[config.mk]
export PLATFORM = sky130hd
export DESIGN_NAME = seq_divider_6by3
export DESIGN_NICKNAME = d
export VERILOG_FILES = /design/src/rtl/seq_divider_6by3.sv
export SDC_FILE = /design/constraint.sdc
export NUM_CORES = 1
export LEC_CHECK = 0
export ABC_AREA = 1
export BUFFER_PORTS_ARGS = -buffer_cell sky130_fd_sc_hd__clkbuf_2
export CAP_MARGIN = 10
export CORE_MARGIN = 2
export CORE_UTILIZATION = 60
export CTS_CLUSTER_DIAMETER = 40
export CTS_CLUSTER_SIZE = 30
export DETAILED_ROUTE_END_ITERATION = 7
export MAX_ROUTING_LAYER = met4
export PLACE_DENSITY = 0.89
export SETUP_SLACK_MARGIN = 0.15
export SYNTH_ARGS = -nofsm -noshare
export SYNTH_HDL_FRONTEND = slang
export SYNTH_SLANG_ARGS = --single-unit
export TNS_END_PERCENT = 50
[constraint.sdc]
create_clock -name clk -period 6.44 [get_ports clk]
set_clock_uncertainty 0.05 [all_clocks]
set_input_delay 1.288 -clock clk [delete_from_list [all_inputs] [get_ports clk]]
set_output_delay 1.288 -clock clk [all_outputs]
set_load 0.1 [all_outputs]
[src/rtl/seq_divider_6by3.sv]
// Sequential restoring divider, one quotient bit per clock, start/busy/done handshake.
// Ports: clk, rst_n, start, dividend, divisor -> busy, done, quotient, remainder, div_by_zero
//        (+ check_err when DIV_RESULT_CHECK_EN is defined).
module seq_divider_6by3 #(
  parameter int N_W = 6,
  parameter int D_W = 3
) (
  input  logic           clk,
  input  logic           rst_n,
  input  logic           start,
  input  logic [N_W-1:0] dividend,
  input  logic [D_W-1:0] divisor,
  output logic           busy,
  output logic           done,
  output logic [N_W-1:0] quotient,
  output logic [D_W-1:0] remainder,
`ifdef DIV_RESULT_CHECK_EN
  output logic           check_err,
`endif
  output logic           div_by_zero
);

  localparam int IW = (N_W > 1) ? $clog2(N_W) : 1;
  localparam int PW = N_W + D_W + 1;

  typedef enum logic {IDLE, RUN} state_t;

  state_t         state_q, state_d;
  logic [N_W-1:0] dvd_q, dvd_d;
  logic [D_W-1:0] dvs_q, dvs_d;
  // Partial remainder after subtraction is always < divisor, so D_W bits
  // suffice in storage; the D_W+1-bit width lives in the shifted value.
  logic [D_W-1:0] acc_q, acc_d;
  logic [IW-1:0]  idx_q, idx_d;
  logic [N_W-1:0] qacc_q, qacc_d;
  logic [N_W-1:0] quo_q, quo_d;
  logic [D_W-1:0] rem_q, rem_d;
  logic           dbz_q, dbz_d;
  logic           done_q, done_d;
`ifdef DIV_RESULT_CHECK_EN
  logic           chk_q, chk_d;
  logic [PW-1:0]  recon;
`endif

  logic [D_W:0]   shifted;
  logic [D_W:0]   acc_nxt;
  logic           ge;
  logic [N_W-1:0] q_nxt;
  logic           last;
  logic           accept;
  logic           zero;

  // Iteration datapath
  always_comb begin
    shifted = {acc_q, dvd_q[idx_q]};
    ge      = shifted >= {1'b0, dvs_q};
    acc_nxt = ge ? (shifted - {1'b0, dvs_q}) : shifted;
    q_nxt        = qacc_q;
    q_nxt[idx_q] = ge;
    last   = (idx_q == '0);
    accept = (state_q == IDLE) && start;
    zero   = (divisor == '0);
  end

  // State register
  always_ff @(posedge clk or negedge rst_n) begin
    if (!rst_n) state_q <= IDLE;
    else        state_q <= state_d;
  end

  // Next state
  always_comb begin
    state_d = state_q;
    unique case (state_q)
      IDLE: if (accept && !zero) state_d = RUN;
      RUN:  if (last)            state_d = IDLE;
      default:                   state_d = IDLE;
    endcase
  end

  // FSM outputs
  always_comb begin
    busy = (state_q == RUN);
  end

`ifdef DIV_RESULT_CHECK_EN
  always_comb begin
    recon = PW'(q_nxt) * PW'(dvs_q) + PW'(acc_nxt[D_W-1:0]);
  end
`endif

  // Datapath next values
  always_comb begin
    dvd_d  = dvd_q;
    dvs_d  = dvs_q;
    acc_d  = acc_q;
    idx_d  = idx_q;
    qacc_d = qacc_q;
    quo_d  = quo_q;
    rem_d  = rem_q;
    dbz_d  = dbz_q;
    done_d = 1'b0;
`ifdef DIV_RESULT_CHECK_EN
    chk_d  = chk_q;
`endif
    unique case (1'b1)
      accept && zero: begin
        quo_d  = '1;
        rem_d  = dividend[D_W-1:0];
        dbz_d  = 1'b1;
        done_d = 1'b1;
`ifdef DIV_RESULT_CHECK_EN
        chk_d  = 1'b0;
`endif
      end
      accept && !zero: begin
        dvd_d  = dividend;
        dvs_d  = divisor;
        acc_d  = '0;
        qacc_d = '0;
        idx_d  = IW'(N_W - 1);
      end
      state_q == RUN: begin
        acc_d  = acc_nxt[D_W-1:0];
        qacc_d = q_nxt;
        idx_d  = idx_q - IW'(1);
        if (last) begin
          quo_d  = q_nxt;
          rem_d  = acc_nxt[D_W-1:0];
          dbz_d  = 1'b0;
          done_d = 1'b1;
`ifdef DIV_RESULT_CHECK_EN
          chk_d  = (recon != PW'(dvd_q)) ||
                   (acc_nxt[D_W-1:0] >= dvs_q);
`endif
        end
      end
      default: ;
    endcase
  end

  always_ff @(posedge clk or negedge rst_n) begin
    if (!rst_n) begin
      dvd_q  <= '0;
      dvs_q  <= '0;
      acc_q  <= '0;
      idx_q  <= '0;
      qacc_q <= '0;
      quo_q  <= '0;
      rem_q  <= '0;
      dbz_q  <= 1'b0;
      done_q <= 1'b0;
`ifdef DIV_RESULT_CHECK_EN
      chk_q  <= 1'b0;
`endif
    end else begin
      dvd_q  <= dvd_d;
      dvs_q  <= dvs_d;
      acc_q  <= acc_d;
      idx_q  <= idx_d;
      qacc_q <= qacc_d;
      quo_q  <= quo_d;
      rem_q  <= rem_d;
      dbz_q  <= dbz_d;
      done_q <= done_d;
`ifdef DIV_RESULT_CHECK_EN
      chk_q  <= chk_d;
`endif
    end
  end

  assign done        = done_q;
  assign quotient    = quo_q;
  assign remainder   = rem_q;
  assign div_by_zero = dbz_q;
`ifdef DIV_RESULT_CHECK_EN
  assign check_err   = chk_q;
`endif

endmodule

==> results of run 1 <==
cell type report:
type / count / area share (%)
well taps: 30 / 2.101
repair buffers: 23 / 6.443
clock buffers: 6 / 2.311
clock inverters: 2 / 0.5602
multi-input cells: 117 / 36.48
flip-flops and latches: 33 / 46.22
inverters: 28 / 5.882
placed cells by master, fill, tap and decap left out, types with 6 or more instances in the layout:
cell type / count
clkbuf_2: 23
o22ai_1: 6
dfrtp_1: 33
nand3_1: 6
o21ai_0: 16
nor2_1: 15
inv_1: 23
a21oi_1: 13
nand2_1: 34
flip-flops by register name, indices dropped and copies added (netlist names):
register / flops
done: 1
dvs_q: 3
idx_q: 3
acc_q: 3
remainder: 3
div_by_zero: 1
quotient: 6
busy: 1
qacc_q: 6
dvd_q: 6
stage by stage:
stage | std cells | instance area (µm²) | util [%] | hold WS (ns)
after floorplan | 183 | 1623 | - | 0.4005
after global placement | 231 | 1735 | 68.80 | 0.4153
after detailed placement | 231 | 1735 | 68.80 | 0.4202
after CTS | 239 | 1787 | 70.83 | 0.4474
after global routing | 239 | 1787 | 70.83 | 0.4825
final | 239 | 1787 | 70.83 | 0.4500
logic make-up after synthesis:
| group | count (synthesis) | synth area share, % |
|---|---|---|
| XOR/XNOR | 2 | 1.080 |
| AND/OR/NAND/NOR | 65 | 18.35 |
| AO/OA/AOI/OAI | 42 | 14.26 |
| multiplexers | 2 | 1.388 |
| buffers and inverters | 33 | 8.944 |
| flip-flops | 33 | 50.89 |
| adder cells (fa/ha/maj) | 6 | 5.089 |
routing by layer:
metal | up-vias | GRT usage [%]
met1 | 640 | 28.12
met5 | - | -
li1 | 649 | -
met2 | 34 | 41.51
met4 | 0 | 9.864
met3 | 7 | 6.744
path summary, 6_finish.rpt:
kind | slack [ns] | endpoint | start | cells after the start
worst max-delay path | 3.66 | busy | busy$_DFF_PN0_ | 1
worst max register to register | 4.06 | remainder[1]$_DFFE_PN0P_ | idx_q[0]$_DFFE_PN0P_ | 13
worst min-delay path | 0.45 | quotient[0]$_DFFE_PN0P_ | quotient[0]$_DFFE_PN0P_ | 2
max in group asynchronous | 4.87 | remainder[2]$_DFFE_PN0P_ | rst_n | 1
min in group asynchronous | 0.96 | idx_q[0]$_DFFE_PN0P_ | rst_n | 1
worst min register to register | 0.45 | quotient[0]$_DFFE_PN0P_ | quotient[0]$_DFFE_PN0P_ | 2
==> flow_summary.json, run 1 <==
{
  "rsz0062_at_grt": "false",
  "dr.pass1.iters": 4,
  "slew_violations": 0,
  "critPathKind": "flip-flop to primary output",
  "core-area_mm2": 0.002522,
  "clk_latency_ns": 0.33,
  "setup-violations-final": 0,
  "cts_resized": 0,
  "hold_viol": 0,
  "rows": 18,
  "vias": 1330,
  "crit_chain": "clkbuf_2",
  "cts_tree": "built",
  "syn_avg_cell_area_um2": 8.868,
  "dieHeight_um": 56.01,
  "die_w_um": 56.01,
  "hold_path.class": "flip-flop to flip-flop",
  "portBuffers": 23,
  "n_antenna_cell": 0,
  "antenna_found_initial": 0,
  "synth.most_common_cell": "nand2_1",
  "synth_common_cells": "nand2_1, dfrtp_1, inv_1",
  "initial_core_util_pct": 64.34,
  "num-fill-cells": 203,
  "clock_sinks": 33,
  "drt-met1-wl_um": 1363,
  "cts_buffer_depth": 2,
  "multi_input_area_um2": 651.9,
  "ios": 24,
  "routabilityCongestion": 0.9640,
  "netlist-cell-type-count": 29,
  "drt_iter0_drc": 33,
  "slew_headroom_pct": 47.82,
  "critPathBufInv": 1,
  "vias_per_cell": 5.565,
  "route.met3.wl_um": 134,
  "fin_ws_ns": 3.655,
  "register_area_um2": 825.8,
  "status": "complete, no violations",
  "first_global_vias": 1386,
  "antenna_left": 0,
  "hpwl_um": 2448,
  "synth_seq_area_share_pct": 50.89,
  "yosys.area.top_type": "dfrtp_1",
  "grt-ovfl-total": 0,
  "start_kind": "flip-flop",
  "ys_seq_elements": 33,
  "htree_levels": 2,
  "syn_area_mm2": 0.001623,
  "crit_fanout": 11,
  "ys.flop_type": "dfrtp_1",
  "critPathTopFamily": "flip-flops",
  "synth_enable_flop_cells": 0,
  "wl_per_cell_um": 13.75,
  "worstMarginPinSlew_ns": 0.7827,
  "grt_max_degree": 34,
  "drt_wl_total_um": 3286,
  "grt_pass1_wl_um": 5871,
  "synth_top_area_share_pct": 50.89,
  "routed.top_layer": "met4",
  "async_flop_share_pct": 100.0,
  "clockRootBuffer": "clkbuf_4",
  "fin_nets": 226,
  "cts_hold_buf": 0,
  "period_share_pct": 43.24,
  "post-place-ws_ns": 4.031,
  "cts_buffers": 5,
  "end_kind": "primary output",
  "cp.arrival_ns": 1.45,
  "fmax_mhz": 359.1,
  "wl_met2_um": 1697,
  "slowest_delay_ns": 0.58,
  "finalSetupTns_ns": 0,
  "maxCapViolCount": 0,
  "area_delta_synth_final_pct": 10.10,
  "postSynthNetCount": 201,
  "cp.required_ns": 5.10,
  "clkTransAtPathRegs_ns": 0.10,
  "die_area_mm2": 0.003137,
  "track_usage_pct": 24.79,
  "layout-drive-gt1-share_pct": 22.01,
  "yosys_warnings": 0,
  "cp_slowest_cell": "dfrtp_1",
  "postCtsSetupBuffers": 0,
  "synthTopCellsByArea": "dfrtp_1, nand2_1, inv_1",
  "min_period_ns": 2.785,
  "drc_errors": 0,
  "synth_cells": 183
}
Power of run 1 is not shown: default switching activity piles up to over one toggle a cycle in this logic, so the estimate is an artifact.
==> run 2, diff against run 1 <==
--- a/config.mk
+++ b/config.mk
@@ -5,16 +5,16 @@
 export SDC_FILE = /design/constraint.sdc
 export NUM_CORES = 1
 export LEC_CHECK = 0
-export ABC_AREA = 1
+export ABC_AREA = 0
 export BUFFER_PORTS_ARGS = -buffer_cell sky130_fd_sc_hd__clkbuf_2
 export CAP_MARGIN = 10
 export CORE_MARGIN = 2
-export CORE_UTILIZATION = 60
+export CORE_UTILIZATION = 56
 export CTS_CLUSTER_DIAMETER = 40
 export CTS_CLUSTER_SIZE = 30
 export DETAILED_ROUTE_END_ITERATION = 7
 export MAX_ROUTING_LAYER = met4
-export PLACE_DENSITY = 0.89
+export PLACE_DENSITY = 0.84
 export SETUP_SLACK_MARGIN = 0.15
 export SYNTH_ARGS = -nofsm -noshare
 export SYNTH_HDL_FRONTEND = slang
==> constraint.sdc (replaced) <==
create_clock -name clk -period 2.7 [get_ports clk]
set_clock_uncertainty 0.05 [all_clocks]
set_input_delay 0.54 -clock clk [delete_from_list [all_inputs] [get_ports clk]]
set_output_delay 0.54 -clock clk [all_outputs]
set_load 0.1 [all_outputs]
==> run 2 against run 1 <==
Net effect:
- the run now ends with DRC left
- hold slack worse by 0.22 ns
- first-iteration DRC count is 100% higher
- register-to-register slack worse by 3.9 ns
- non-clock buffer count is 8 higher
- design area is 9.2% higher
- setup slack worse by 3.5 ns
- critical path depth is 8 higher
- core utilization is 1.3 points lower
- synthesized cell count is 13% lower
- area after synthesis is 3.6% higher
- critical path type is now flip-flop to flip-flop
- critical endpoint is now remainder[1]$_DFFE_PN0P_
- largest cell class unchanged
==> flow_summary.json, run 2 <==
{
  "synth_common_cells": "nand2_1, dfrtp_1, mux2i_1",
  "period_share_pct": 93.07,
  "portBuffers": 23,
  "layout_commonest_cell": "nand2_1",
  "syn_avg_cell_area_um2": 10.51,
  "vias": 1307,
  "layout-drive-gt1-share_pct": 29.32,
  "hold_path.class": "input port to async pin",
  "yosys_warnings": 0,
  "rsz0062_at_grt": "true",
  "setup-violations-final": 0,
  "die_area_mm2": 0.003457,
  "syn_area_mm2": 0.001682,
  "drt_wl_total_um": 3699,
  "fmax_mhz": 398.0,
  "ios": 24,
  "cts_buffers": 5,
  "min_period_ns": 2.513,
  "clk_latency_ns": 0.35,
  "async_flop_share_pct": 100.0,
  "netlist-cell-type-count": 43,
  "synth_enable_flop_cells": 0,
  "crit_chain": "mux2i_1 > o32ai_2 > nor2_1 > ha_1 > fa_1 > nand2b_4 > and4_1 > a211oi_2 > o31ai_1",
  "antenna_left": 0,
  "postSynthNetCount": 178,
  "end_kind": "flip-flop",
  "violations": "DRC",
  "hold_viol": 0,
  "synth_cells": 160,
  "grt_pass1_wl_um": 6085,
  "cts_tree": "built",
  "multi_input_area_um2": 772.0,
  "rows": 19,
  "die_w_um": 58.80,
  "fin_nets": 208,
  "wl_per_cell_um": 16.66,
  "dieHeight_um": 58.80,
  "cp.arrival_ns": 2.69,
  "final_cell_mix": "nand2_1, dfrtp_1, clkbuf_2, mux2i_1, buf_4",
  "antenna_found_initial": 0,
  "area_delta_synth_final_pct": 16.07,
  "slew_headroom_pct": 45.13,
  "ys_seq_elements": 33,
  "dr.pass1.iters": 6,
  "cts_buffer_depth": 2,
  "critPathKind": "flip-flop to flip-flop",
  "n_antenna_cell": 0,
  "critPathTopFamily": "adder cells",
  "num-fill-cells": 212,
  "cp_slowest_cell": "dfrtp_2",
  "grt-ovfl-total": 0,
  "cp.required_ns": 2.88,
  "hpwl_um": 2438,
  "crit_path_start": "idx_q[1]$_DFFE_PN0P_",
  "synth_seq_area_share_pct": 49.11,
  "slew_violations": 0,
  "synthTopCellsByArea": "dfrtp_1, nand2_1, mux2i_1",
  "track_usage_pct": 25.08,
  "core-area_mm2": 0.002805,
  "r2r-start": "idx_q[1]$_DFFE_PN0P_",
  "vias_per_cell": 5.887,
  "ys.flop_type": "dfrtp_1",
  "finalSetupTns_ns": 0,
  "worstMarginPinSlew_ns": 0.8230,
  "maxCapViolCount": 0,
  "clkTransAtPathRegs_ns": 0.11,
  "yosys.area.top_type": "dfrtp_1",
  "grt_max_degree": 34,
  "status": "complete, but fails checks",
  "register_area_um2": 829.5,
  "synth.most_common_cell": "nand2_1",
  "drt_iter0_drc": 66,
  "crit_fanout": 7,
  "clockRootBuffer": "clkbuf_4",
  "clock_sinks": 33,
  "drc_errors": 1,
  "slowest_delay_ns": 0.50,
  "first_global_vias": 1382,
  "routabilityCongestion": 0.8698,
  "initial_core_util_pct": 59.95,
  "synth_top_area_share_pct": 49.11,
  "htree_levels": 2,
  "critPathBufInv": 0,
  "start_kind": "flip-flop"
}
[run 2: cell types whose count changed after synthesis, moves of 3 or more]
cell       before  now
nor2_1         15    6
inv_2           5    1
mux2i_1         0    8
a21oi_1        13    5
nand2b_1        0    3
inv_1          23    7
o21ai_0        16    4
a2bb2oi_1       0    7
nand3_1         6    2
[run 2: logic make-up (layout without fill, tap and decap cells)]
kind of cell	count (synthesis)	count (layout)	share of synthesized area (%)
AOI/OAI and AO/OA	33	33	15.25
xor gates and xnor gates	2	2	1.042
adders and majority gates	6	6	4.911
buffers and inverters	17	48	6.622
DFF	33	33	49.11
muxes	8	8	4.762
and+or+nand+nor	61	61	18.30
[run 2: final cells by class]
type | count | share of cell area (%)
clock buffers | 5 | 1.923
clock inverters | 3 | 3.333
inverters | 9 | 1.731
multi-input cells | 110 | 39.55
flip-flops and latches | 33 | 42.50
well taps | 31 | 1.987
repair buffers | 31 | 8.974
[run 2: final timing paths]
path | endpoint | slack, ns | depth (start not counted)
setup / recovery | remainder[1]$_DFFE_PN0P_ | 0.19 | 9
hold reg to reg | dvd_q[0]$_DFFE_PN0P_ | 0.44 | 2
max in group asynchronous | idx_q[0]$_DFFE_PN0P_ | 1.82 | 1
hold / removal | dvs_q[1]$_DFFE_PN0P_ | 0.23 | 1
setup reg to reg | remainder[1]$_DFFE_PN0P_ | 0.19 | 9
min in group clk | dvd_q[5]$_DFFE_PN0P_ | 0.33 | 3
[run 2: routing by layer]
| metal | track usage, % | wire length [µm] | up-vias |
|---|---|---|---|
| met5 | - | 0 | - |
| met4 | 11.04 | 30 | 0 |
| met3 | 8.571 | 238 | 4 |
| met2 | 40.48 | 1872 | 43 |
| met1 | 28.18 | 1559 | 644 |
| li1 | - | - | 616 |
[run 2: timing repair]
action	CTS	global route
resized for setup	5	5
hold buffers	0	0
endpoints found under the setup margin	15	12
setup buffers	5	1
pin swaps	1	1
endpoints found under the hold margin	0	0
[run 2: through the flow]
stage | instances | hold slack (ns) | setup WS [ns] | area (µm²) | util, %
3_3_place_gp | 208 | 0.4114 | 0.1802 | 1773 | 63.20
6_report | 222 | 0.2252 | 0.1871 | 1952 | 69.58
2_1_floorplan | 160 | 0.1944 | 0.2708 | 1682 | -
3_5_place_dp | 208 | 0.4129 | 0.02057 | 1773 | 63.20
4_1_cts | 221 | 0.2401 | 0.1945 | 1924 | 68.60
5_1_grt | 222 | 0.2732 | 0.08306 | 1952 | 69.58
[run 2: worst reg2reg max path, delay by kind of cell (launching register included)]
kind	cells	cell delay [ns]
AOI/OAI and AO/OA	3	0.56
muxes	1	0.16
DFF	1	0.50
adders and majority gates	2	0.62
and+or+nand+nor	3	0.51
Power of run 2 is left out for the same reason.
==> run 3, diff against run 2 <==
--- a/config.mk
+++ b/config.mk
@@ -13,6 +13,7 @@
 export CTS_CLUSTER_DIAMETER = 40
 export CTS_CLUSTER_SIZE = 30
 export DETAILED_ROUTE_END_ITERATION = 7
+export GPL_TIMING_DRIVEN = 0
 export MAX_ROUTING_LAYER = met4
 export PLACE_DENSITY = 0.84
 export SETUP_SLACK_MARGIN = 0.15
==> run 3 against run 2 <==
Net effect:
- the flow still finishes with violations (DRC)
- count of clock-buffer cells in the layout rose by 2
- cell count is 1.4% higher
- core utilization increased by 1.2 points
- fmax is 1.4% higher
- global-route usage is 0.57 points lower
- largest cell class unchanged
==> flow_summary.json, run 3 (same netlist as run 2, synthesis figures left out) <==
{
  "cts_buffers": 5,
  "crit_end": "remainder[1]$_DFFE_PN0P_",
  "wl_per_cell_um": 16.00,
  "design_area_mm2": 0.001987,
  "setup-violations-final": 0,
  "end_kind": "flip-flop",
  "core-area_mm2": 0.002805,
  "ios": 24,
  "dr.pass1.iters": 6,
  "slew_headroom_pct": 45.92,
  "first_global_vias": 1381,
  "portBuffers": 23,
  "clk_latency_ns": 0.34,
  "min_period_ns": 2.479,
  "r2r-start": "idx_q[2]$_DFFE_PN0P_",
  "cts_hold_buf": 0,
  "area_delta_synth_final_pct": 18.16,
  "fin_nets": 211,
  "worstMarginPinSlew_ns": 0.8112,
  "r2r_slack_ns": 0.22,
  "use_met3_pct": 7.473,
  "place_inst": 214,
  "maxCapViolCount": 0,
  "final_cell_mix": "nand2_1, dfrtp_1, clkbuf_2, mux2i_1",
  "hold_ws_ns": 0.2210,
  "dieHeight_um": 58.80,
  "die_area_mm2": 0.003457,
  "vias": 1299,
  "fmax_mhz": 403.3,
  "drt_iter0_drc": 64,
  "hold_path.class": "input port to async pin",
  "rows": 19,
  "critPathKind": "flip-flop to flip-flop",
  "htree_levels": 2,
  "status": "complete, but fails checks",
  "vias_per_cell": 5.773,
  "cts_buffer_depth": 2,
  "routabilityCongestion": 0.8873,
  "antenna_found_initial": 0,
  "cp.arrival_ns": 2.66,
  "drt_wl_total_um": 3600,
  "n_antenna_cell": 0,
  "slew_violations": 0,
  "stdcell_count": 225,
  "hpwl_um": 2463,
  "rr_worst_depth": 10,
  "start_kind": "flip-flop",
  "grt_pass1_wl_um": 6072,
  "clock_sinks": 33,
  "crit_path_start": "idx_q[2]$_DFFE_PN0P_",
  "die_w_um": 58.80,
  "grt-ovfl-total": 0,
  "violations": "DRC",
  "use_met2_pct": 38.10,
  "track_usage_pct": 24.51,
  "rsz0062_at_grt": "false",
  "placedInstanceArea_mm2": 0.001836,
  "cp.required_ns": 2.88,
  "hold_viol": 0,
  "layout_commonest_cell": "nand2_1",
  "period_share_pct": 91.83,
  "crit_fanout": 10,
  "busiest_layer": "met2",
  "clockRootBuffer": "clkbuf_4",
  "cts_tree": "built",
  "clkTransAtPathRegs_ns": 0.10,
  "finalSetupTns_ns": 0,
  "r2r-end": "remainder[1]$_DFFE_PN0P_",
  "antenna_left": 0,
  "drc_errors": 1,
  "layout-drive-gt1-share_pct": 28.87,
  "use_met1_pct": 30.46,
  "initial_core_util_pct": 59.95,
  "grt_max_degree": 34
}
[run 3: cell count changes in the layout (fill, tap and decap cells not counted), sizes merged]
cell / before / now
clkinv: 2 / 1
buf: 8 / 9
clkbuf: 28 / 32
bufinv: 2 / 1
[run 3: how the worst min path moves through the flow]
stage,from,end,slack (ns),cells past startpoint
after floorplan,rst_n,acc_q[0]$_DFFE_PN0P_,0.19,0
after global placement,div_by_zero$_DFFE_PN0P_,div_by_zero$_DFFE_PN0P_,0.41,2
after detailed placement,dvd_q[2]$_DFFE_PN0P_,dvd_q[2]$_DFFE_PN0P_,0.41,2
after CTS,rst_n,dvd_q[5]$_DFFE_PN0P_,0.25,1
after global routing,rst_n,dvd_q[5]$_DFFE_PN0P_,0.29,1
final,rst_n,remainder[1]$_DFFE_PN0P_,0.22,1
[run 3: layout make-up]
| type | instances | area, µm² |
|---|---|---|
| Buffer | 8 | 77.57 |
| Clock buffer | 7 | 55.05 |
| Clock inverter | 1 | 30.03 |
| Fill cell | 209 | 818.3 |
| Inverter | 9 | 33.78 |
| Multi-Input combinational cell | 110 | 787.0 |
| Sequential cell | 33 | 827.0 |
| Tap cell | 31 | 38.79 |
| Timing Repair Buffer | 26 | 137.6 |
[run 3: timing repair]
item | in CTS | in global routing
buffers inserted | 1 | 2
endpoints found under the hold margin | 0 | 0
pin swaps | 1 | 4
gates resized for setup | 4 | 5
endpoints found under the setup margin | 15 | 14
[run 3: worst max-delay path, stage by stage, from the launching register on]
cell and delay [ns]:
dfrtp_1 0.41, buf_6 0.15, and3b_1 0.25, a22o_1 0.20, nor2_1 0.07, ha_1 0.20, fa_2 0.36, nand2b_4 0.18
and4_1 0.24, a211oi_2 0.15, o31ai_1 0.10
[run 3: routing by layer]
layer	share of wire [%]	routed length, µm
met5	0	0
met1	43	1534
met4	2.2	78
met3	7.1	256
met2	48	1730
[run 3: per-stage QoR]
stage / util [%] / setup slack, ns
2_1_floorplan: - / 0.2708
3_3_place_gp: 65.43 / 0.1155
3_5_place_dp: 65.43 / 0.02581
4_1_cts: 69.31 / 0.1905
5_1_grt: 70.83 / 0.1289
6_report: 70.83 / 0.2207
Power of run 3 is left out for the same reason.
